### src/rtl/uart_tx_fifo_if.sv
// Byte stream bundle between the CPU write port, the FIFO and the UART transmitter input.
// The slave modport is the FIFO's view; the master modport is the surrounding CPU/transmitter side.
interface uart_tx_fifo_if;
    logic [7:0] WrData;
    logic       WrValid;
    logic       WrReady;
    logic [7:0] DataOut;
    logic       DataOutValid;
    logic       DataOutReady;

    modport master (
        output WrData, WrValid, DataOutReady,
        input  WrReady, DataOut, DataOutValid
    );

    modport slave (
        input  WrData, WrValid, DataOutReady,
        output WrReady, DataOut, DataOutValid
    );
endinterface

### src/rtl/uart_tx_fifo.sv
// First-word-fall-through byte FIFO feeding the UART transmitter.
// Also provides a fill count and a sticky overflow flag for polling software.
module uart_tx_fifo #(
    parameter  int unsigned Depth     = 16,
    localparam int unsigned AddrWidth = $clog2(Depth)
) (
    input  logic                 Clock,
    input  logic                 Reset_n,
    input  logic                 Flush,
    uart_tx_fifo_if.slave        bus,
    output logic [AddrWidth:0]   Count,
    output logic                 DropErr,
    input  logic                 DropClr
);

    localparam logic [AddrWidth:0] FullCount = (AddrWidth + 1)'(Depth);

    logic [7:0]           mem [Depth];
    logic [AddrWidth-1:0] rd_ptr;
    logic [AddrWidth-1:0] wr_ptr;
    logic [AddrWidth:0]   count;
    logic                 drop_err;
    logic                 wr_ready;
    logic                 rd_valid;
    logic                 push;
    logic                 pop;
    logic                 drop;

    // Handshake status comes only from the registered count, so a full FIFO
    // being popped still refuses a write in the same cycle.
    always_comb begin
        wr_ready = (count != FullCount);
        rd_valid = (count != '0);
        push     = bus.WrValid && wr_ready;
        pop      = rd_valid && bus.DataOutReady;
        drop     = bus.WrValid && !wr_ready;
    end

    always_ff @(posedge Clock) begin
        if (push && !Flush) begin
            mem[wr_ptr] <= bus.WrData;
        end
    end

    always_ff @(posedge Clock or negedge Reset_n) begin
        if (!Reset_n) begin
            rd_ptr <= '0;
            wr_ptr <= '0;
            count  <= '0;
        end else if (Flush) begin
            rd_ptr <= '0;
            wr_ptr <= '0;
            count  <= '0;
        end else begin
            if (push) begin
                wr_ptr <= wr_ptr + 1'b1;
            end
            if (pop) begin
                rd_ptr <= rd_ptr + 1'b1;
            end
            if (push && !pop) begin
                count <= count + 1'b1;
            end else if (pop && !push) begin
                count <= count - 1'b1;
            end
        end
    end

    // A new drop wins over a clear in the same cycle so no event is lost.
    always_ff @(posedge Clock or negedge Reset_n) begin
        if (!Reset_n) begin
            drop_err <= 1'b0;
        end else if (drop) begin
            drop_err <= 1'b1;
        end else if (DropClr) begin
            drop_err <= 1'b0;
        end
    end

    assign bus.WrReady      = wr_ready;
    assign bus.DataOutValid = rd_valid;
    assign bus.DataOut      = mem[rd_ptr];
    assign Count            = count;
    assign DropErr          = drop_err;

endmodule
### src/flat_wrapper.sv
// flat-port wrapper written by rule: the top's interface ports become plain ports
module uart_tx_fifo_flat 
#(
    parameter  int unsigned Depth     = 16,
    localparam int unsigned AddrWidth = $clog2(Depth)
)
  (Clock, Reset_n, Flush, Count, DropErr, DropClr, bus_WrData, bus_WrValid, bus_DataOutReady, bus_WrReady, bus_DataOut, bus_DataOutValid);
  uart_tx_fifo_if bus_i ();
  input  logic Clock;
  input  logic Reset_n;
  input  logic Flush;
  output logic [AddrWidth:0] Count;
  output logic DropErr;
  input  logic DropClr;
  input wire logic [$bits(bus_i.WrData)-1:0] bus_WrData;
  input wire logic [$bits(bus_i.WrValid)-1:0] bus_WrValid;
  input wire logic [$bits(bus_i.DataOutReady)-1:0] bus_DataOutReady;
  output wire logic [$bits(bus_i.WrReady)-1:0] bus_WrReady;
  output wire logic [$bits(bus_i.DataOut)-1:0] bus_DataOut;
  output wire logic [$bits(bus_i.DataOutValid)-1:0] bus_DataOutValid;
  assign bus_i.WrData = bus_WrData;
  assign bus_i.WrValid = bus_WrValid;
  assign bus_i.DataOutReady = bus_DataOutReady;
  assign bus_WrReady = bus_i.WrReady;
  assign bus_DataOut = bus_i.DataOut;
  assign bus_DataOutValid = bus_i.DataOutValid;
  uart_tx_fifo #(.Depth(Depth)) u_core (.Clock(Clock), .Reset_n(Reset_n), .Flush(Flush), .bus(bus_i), .Count(Count), .DropErr(DropErr), .DropClr(DropClr));
endmodule
### config.mk
export PLATFORM = sky130hd
export DESIGN_NAME = uart_tx_fifo_flat
export DESIGN_NICKNAME = d
export VERILOG_FILES = /design/src/rtl/uart_tx_fifo_if.sv /design/src/rtl/uart_tx_fifo.sv /design/src/flat_wrapper.sv
export SDC_FILE = /design/constraint.sdc
export NUM_CORES = 1
export LEC_CHECK = 0
export CORE_MARGIN = 2
export CORE_UTILIZATION = 54
export DETAILED_ROUTE_END_ITERATION = 6
export GPL_ROUTABILITY_DRIVEN = 0
export PLACE_DENSITY = 0.78
export SLEW_MARGIN = 40
export SYNTH_ARGS = -nofsm -noshare
export SYNTH_HDL_FRONTEND = slang
export SYNTH_SLANG_ARGS = --single-unit
### constraint.sdc
create_clock -name Clock -period 2.8 [get_ports Clock]
set_input_delay 0.56 -clock Clock [delete_from_list [all_inputs] [get_ports Clock]]
set_output_delay 0.56 -clock Clock [all_outputs]
set_load 0.01 [all_outputs]
# Word level (Yosys, flattened, before mapping)
# Memories as Yosys holds them, arrays and structs flattened.
# Index checks and enable logic that the tools add are counted.
dict set report word_totals {
  word_cells 36
  mem_bits_ro 0
  mem_count 1
  ff_bits 14
  ram_bits 128
  output_inout_bits 16
  latchBits 0
  in_bits 14
}
# memory depth width rd rd_clocked_by_memory_dff write_ports line_no
set memory_table {}
lappend memory_table {u_core.mem 16 8 1 0 1 uart_tx_fifo.sv:18} ;# logic [7:0] mem [Depth];
dict set report classes {
  order_cmp 0
  n_reduce_logical 15
  muxes 11
  shift 0
  add_sub_neg 4
  n_div 0
  bitwise_logic 0
  n_mul 0
  n_eq_ne 1
}
# op n
set ops {}
lappend ops {{4-bit two-way mux} 4}
lappend ops {{5-bit two-way mux} 3}
lappend ops {{4-bit by 1-bit adder with 4-bit output (second input constant)} 2}
lappend ops {{1-bit logical AND} 6}
lappend ops {{2-bit nonzero test} 3}
lappend ops {{5-bit by 1-bit adder with 5-bit output (second input constant)} 1}
lappend ops {{5-bit != test (second input constant)} 1}
lappend ops {{5-bit nonzero test} 1}
lappend ops {{5-bit by 1-bit subtractor with 5-bit output (second input constant)} 1}
lappend ops {{1-bit zero test} 4}
lappend ops {{1-bit two-way mux} 4}
lappend ops {{3-bit nonzero test} 1}

# Depth between registers and ports, before layout
dict set report logic_depth {
  ltp_word 7
  mapped_depth 8
}

# Worst setup path before layout
# Ideal clock, no wire load.
dict set report synth_path {
  path_type {register -> register}
  startpoint {register u_core.count[0], in the netlist u_core.Count[0]}
  endpoint {register u_core.count[4], in the netlist u_core.Count[4]}
  arrival_ns 2.702
  setup_slack_ns 0.015
  t_required_ns 2.718
  period_less_slack_ns 2.785
  stages_incl_launch_ff 9
  setup_time_ns 0.082
  n_path_buf 0
  path_cell_list {dfrtp_1 -> or4_4 -> o21ai_2 -> nand2_1 -> fa_1 -> a21o_1 -> a2111o_1 -> a21o_1 -> a31oi_1}
}
dict set report synth_via {
  elab_chain_cells 6
  word_cells_on_any_way 14
  classes_between {add/sub: 2; eq/ne: 1; mux: 3; reduce/logical: 8}
}
# element line_no
set synth_rtl {}
lappend synth_rtl {{from (decl)} uart_tx_fifo.sv:21} ;# logic [AddrWidth:0] count;
lappend synth_rtl {{from (signal assigned)} uart_tx_fifo.sv:62} ;# count <= count + 1'b1;
lappend synth_rtl {{from (signal assigned)} uart_tx_fifo.sv:64} ;# count <= count - 1'b1;
lappend synth_rtl {{parallel branches: the longest is 6 deep, another holds 5-bit by 1-bit subtractor with 5-bit output} --}
# Parallel ways; which one is timed is not known. The select of a mux whose other input is x is not followed.
# A chain may end at the register's enable or synchronous reset.

# Worst setup path in the final report
dict set report layout_path {
  startpoint {register u_core.rd_ptr[0]}
  endpoint {output bus_DataOut[0]}
}
dict set report layout_via {
  elab_chain_cells 1
}
# element line_no
set layout_rtl {}
lappend layout_rtl {{from (decl)} uart_tx_fifo.sv:19} ;# logic [AddrWidth-1:0] rd_ptr;
lappend layout_rtl {{from (signal assigned)} uart_tx_fifo.sv:59} ;# rd_ptr <= rd_ptr + 1'b1;
lappend layout_rtl {{memory read 16 x 8 bit} --}
lappend layout_rtl {{to (decl)} flat_wrapper.sv:19} ;# output wire logic [$bits(bus_i.DataOut)-1:0] bus_DataOut;
# Every way passes these cells.

==> flow_results.xml <==
<?xml version="1.0" encoding="UTF-8"?>
<metrics>
  <group name="power">
    <metric name="total_power" unit="mW">5.968</metric>
    <metric name="pwr-share-seq" unit="">0.410</metric>
    <metric name="p_leak" unit="nW">2.455</metric>
    <metric name="sw_frac_of_total" unit="">0.2701</metric>
    <metric name="cell_internal_pwr" unit="mW">4.356</metric>
    <metric name="comb_power_share" unit="">0.259</metric>
    <metric name="clock_share_of_power" unit="">0.331</metric>
    <metric name="power.density_cell_area" unit="nW/um^2">824.1</metric>
    <metric name="net_sw_power" unit="mW">1.612</metric>
    <metric name="vdd_ir_drop_max" unit="mV">0.4095</metric>
  </group>
  <group name="timing">
    <metric name="rsz0062_at_grt" unit="">true</metric>
    <metric name="final_max_slew_viol_count" unit="">0</metric>
    <metric name="setup_slack" unit="ns">-0.1424</metric>
    <metric name="setup_viol" unit="">8</metric>
    <metric name="layout_worst_path_cycle_share" unit="">1.051</metric>
    <metric name="worst_max_slew_margin_expressed_relative_to_the_limit" unit="">0.5617</metric>
    <metric name="worst_max_slew_pin_slew" unit="ns">0.6554</metric>
    <metric name="timing_hold_violations_final" unit="">0</metric>
    <metric name="clock_skew" unit="ns">0.009195</metric>
    <metric name="period_minus_slack" unit="ns">2.942</metric>
    <metric name="clock.fmax" unit="MHz">339.9</metric>
  </group>
  <group name="setup_path">
    <metric name="slowest_stage" unit="">sky130_fd_sc_hd__mux4_2</metric>
    <metric name="cp_arrival" unit="ns">2.38</metric>
    <metric name="critical-path-max-stage-delay" unit="ns">0.52</metric>
    <metric name="critical_path_required" unit="ns">2.24</metric>
    <metric name="worst_setup_path_end_kind" unit="">output port</metric>
    <metric name="worstSetupEndpoint" unit="">bus_DataOut[0]</metric>
    <metric name="setup.worst_path.start" unit="">u_core.rd_ptr[0]$_DFFE_PN0P_</metric>
    <metric name="regToRegSetupSlack" unit="ns">0.15</metric>
    <metric name="worst_setup_path_start_kind" unit="">flip-flop</metric>
    <metric name="worstReg2RegEnd" unit="">u_core.Count[4]$_DFFE_PN0P_</metric>
    <metric name="reg2reg_from" unit="">u_core.Count[0]$_DFFE_PN0P_</metric>
    <metric name="maximum_net_fanout_on_the_critical_path" unit="">8</metric>
    <metric name="critical_path_class" unit="">flip-flop to output port</metric>
    <metric name="cp_cell_sequence" unit="">buf_12 &gt; buf_12 &gt; mux4_2 &gt; mux4_2 &gt; buf_6</metric>
    <metric name="r2r_cells" unit="">8</metric>
  </group>
  <group name="floorplanning">
    <metric name="floorplan.die.height" unit="um">108.8</metric>
    <metric name="core-area" unit="sq um">10790</metric>
    <metric name="die_width" unit="um">108.8</metric>
    <metric name="die_area" unit="sq um">11830</metric>
    <metric name="num_rows" unit="">38</metric>
    <metric name="initial_utilization" unit="">0.5493</metric>
    <metric name="ioPinCount" unit="">30</metric>
  </group>
  <group name="drt">
    <metric name="drt-vias-per-instance" unit="">5.834</metric>
    <metric name="drt-total-wl" unit="um">12120</metric>
    <metric name="detailedRoute.firstPassIterationCount" unit="">4</metric>
    <metric name="antenna_violating_nets_post_route" unit="">0</metric>
    <metric name="remaining_drc_errors" unit="">0</metric>
    <metric name="post_drt_wl_per_cell" unit="um">22.86</metric>
    <metric name="routed_vias" unit="">3092</metric>
    <metric name="detailedRoute.firstIterationViolations" unit="">305</metric>
  </group>
  <group name="cells_and_area">
    <metric name="final_core_utilization" unit="">0.6710</metric>
    <metric name="layout_commonest_cell" unit="">sky130_fd_sc_hd__edfxtp_1</metric>
    <metric name="diodes" unit="">0</metric>
    <metric name="area_delta_synth_final" unit="%">22.16</metric>
    <metric name="final_nets" unit="">401</metric>
    <metric name="layout.cells.most_common_list" unit="">sky130_fd_sc_hd__edfxtp_1 (128), sky130_fd_sc_hd__buf_4 (40), sky130_fd_sc_hd__mux4_2 (39)</metric>
    <metric name="fillerInstances" unit="">670</metric>
    <metric name="final_layout_size_suffix_gt1_frac" unit="">0.3359</metric>
  </group>
  <group name="grt">
    <metric name="grt_start_max_net_pins" unit="">36</metric>
    <metric name="globalRouteTotalUtil" unit="">0.2283</metric>
    <metric name="grtUsageMet1" unit="">0.2848</metric>
    <metric name="grt.busiest_layer" unit="">met2</metric>
    <metric name="met3_usage" unit="">0.06814</metric>
    <metric name="met2_usage" unit="">0.3701</metric>
    <metric name="first_global_vias" unit="">3280</metric>
    <metric name="grt_pass1_wl" unit="um">18730</metric>
    <metric name="grt_remaining_overflow" unit="">0</metric>
    <metric name="antenna_found_initial" unit="">0</metric>
  </group>
  <group name="clock_tree">
    <metric name="cts_inserted_buffers" unit="">17</metric>
    <metric name="postCtsHoldBufs" unit="">0</metric>
    <metric name="clk_pin_slew" unit="ns">0.06</metric>
    <metric name="worst_skew_pair.late_latency" unit="ns">0.53</metric>
    <metric name="clock_path_buffers" unit="">2</metric>
    <metric name="cts_max_level" unit="">4</metric>
    <metric name="clock-sinks" unit="">142</metric>
    <metric name="tritoncts" unit="">yes</metric>
    <metric name="clockRootBuffer" unit="">sky130_fd_sc_hd__clkbuf_8</metric>
  </group>
  <group name="synthesis">
    <metric name="nets_in_the_synthesized_netlist" unit="">321</metric>
    <metric name="synth_seq_cells" unit="">142</metric>
    <metric name="ys_seq_area_frac" unit="">0.7075</metric>
    <metric name="count_of_flip_flops_with_a_built_in_enable_after_synthesis" unit="">128</metric>
    <metric name="syn_avg_cell_area" unit="sq um">19.96</metric>
    <metric name="yosys_warnings" unit="">0</metric>
    <metric name="synth-async-reset-ratio" unit="">0.09859</metric>
    <metric name="synth-main-ff-cell" unit="">sky130_fd_sc_hd__edfxtp_1</metric>
    <metric name="postSynthCellCount" unit="">297</metric>
    <metric name="netlist-cell-type-count" unit="">39</metric>
    <metric name="syn-cell-area" unit="sq um">5928</metric>
  </group>
  <group name="outcome">
    <metric name="outcome" unit="">finished, violations left</metric>
    <metric name="violations_in_the_final_reports" unit="">setup timing</metric>
  </group>
  <group name="placement">
    <metric name="dpl.hpwl" unit="um">7822</metric>
    <metric name="count_of_input_and_output_buffers" unit="">29</metric>
  </group>
  <group name="job">
    <metric name="max_capacitance_violation_count" unit="">0</metric>
  </group>
  <group name="min_path">
    <metric name="hold_path_class" unit="">input pin to asynchronous set/reset pin</metric>
  </group>
</metrics>
## state kept, by name, summed over array words and instances (netlist names)
name            flops
u_core.wr_ptr       4
u_core.DropErr      1
u_core.rd_ptr       4
u_core.mem        128
u_core.Count        5
## cells by family (layout without fill, tap and decap cells)
| logic type | after synthesis | after routing | synth area share |
|---|---|---|---|
| adder cells (fa/ha/maj) | 10 | 10 | 0.02237 |
| XOR/XNOR | 7 | 7 | 0.01034 |
| flip-flops | 142 | 142 | 0.7075 |
| buffers and inverters | 21 | 114 | 0.01984 |
| multiplexers | 46 | 46 | 0.1729 |
| AO/OA/AOI/OAI | 23 | 23 | 0.02828 |
| AND/OR/NAND/NOR | 48 | 48 | 0.03884 |
## area by class of cell
class / instances / area, sq um / area share
multi-input combinational: 134 / 1570 / 0.2168
tap: 140 / 175.2 / 0.02419
clock buffer: 19 / 421.7 / 0.05822
sequential: 142 / 4195 / 0.5793
timing repair buffer: 76 / 750.7 / 0.1037
inverter: 6 / 22.52 / 0.003110
clock inverter: 13 / 106.4 / 0.01469
## stage by stage
| stage | worst slack (ns) | area, sq um | TNS [ns] | instances | hold slack, ns |
|---|---|---|---|---|---|
| after global placement | -0.03755 | 6673 | -0.03755 | 494 | 0.5169 |
| after global routing | -0.1916 | 7242 | -1.309 | 530 | 0.4680 |
| after detailed placement | -0.03846 | 6673 | -0.03846 | 494 | 0.5299 |
| after CTS | -0.1874 | 7263 | -1.175 | 531 | 0.4445 |
| final | -0.1424 | 7242 | -0.8479 | 530 | 0.4327 |
| after floorplan | 0.01531 | 5928 | 0 | 297 | 0.2644 |
## per-layer routing
metal	up-vias	wire, um
li1	1369	-
met1	1552	4611
met2	142	6270
met3	29	901
met4	0	333
met5	-	0
## cells in the mapped netlist (4+ instances only)
cell type	count	area, sq um
sky130_fd_sc_hd__inv_1	6	22.52
sky130_fd_sc_hd__nand3_1	6	30.03
sky130_fd_sc_hd__mux4_1	16	420.4
sky130_fd_sc_hd__a21oi_1	4	20.02
sky130_fd_sc_hd__nor2_1	23	86.33
sky130_fd_sc_hd__edfxtp_1	128	3844
sky130_fd_sc_hd__nor3_1	4	20.02
sky130_fd_sc_hd__mux4_2	24	540.5
sky130_fd_sc_hd__ha_1	9	112.6
sky130_fd_sc_hd__nand2_1	8	30.03
sky130_fd_sc_hd__clkbuf_1	10	37.54
sky130_fd_sc_hd__xnor2_1	4	35.03
sky130_fd_sc_hd__dfrtp_1	14	350.3
## worst max-delay path: cells and delay by family, from the launching register on
| family | cells | cell delay [ns] |
|---|---|---|
| flip-flops | 1 | 0.37 |
| multiplexers | 2 | 1.04 |
| buffers and inverters | 3 | 0.43 |
## repair_timing
item,CTS,global route
buffers inserted,3,0
pin swaps,0,0
gates cloned,2,0
setup endpoints to repair,8,10
resized for setup,50,10
## power groups by stage
| stage | sequential [mW] | clock, mW | combinational, mW |
|---|---|---|---|
| final | 2.45 | 1.98 | 1.54 |
| after global routing | 2.46 | 2.10 | 1.67 |
| after CTS | 2.44 | 2.00 | 1.56 |
| after detailed placement | 2.50 | 0 | 1.38 |
| after global placement | 2.49 | 0 | 1.34 |
| after floorplan | 2.51 | 0 | 0.856 |
## how the worst min path moves through the flow
stage / start / endpoint / cells after the start
6_report: Reset_n / u_core.Count[3]$_DFFE_PN0P_ / 1
5_1_grt: Reset_n / u_core.Count[3]$_DFFE_PN0P_ / 1
4_1_cts: Reset_n / u_core.Count[3]$_DFFE_PN0P_ / 1
3_5_place_dp: u_core.DropErr$_DFFE_PN0P_ / u_core.DropErr$_DFFE_PN0P_ / 2
3_3_place_gp: u_core.DropErr$_DFFE_PN0P_ / u_core.DropErr$_DFFE_PN0P_ / 2
2_1_floorplan: Reset_n / u_core.Count[0]$_DFFE_PN0P_ / 0
No activity file was read; power rests on OpenSTA's default activity.
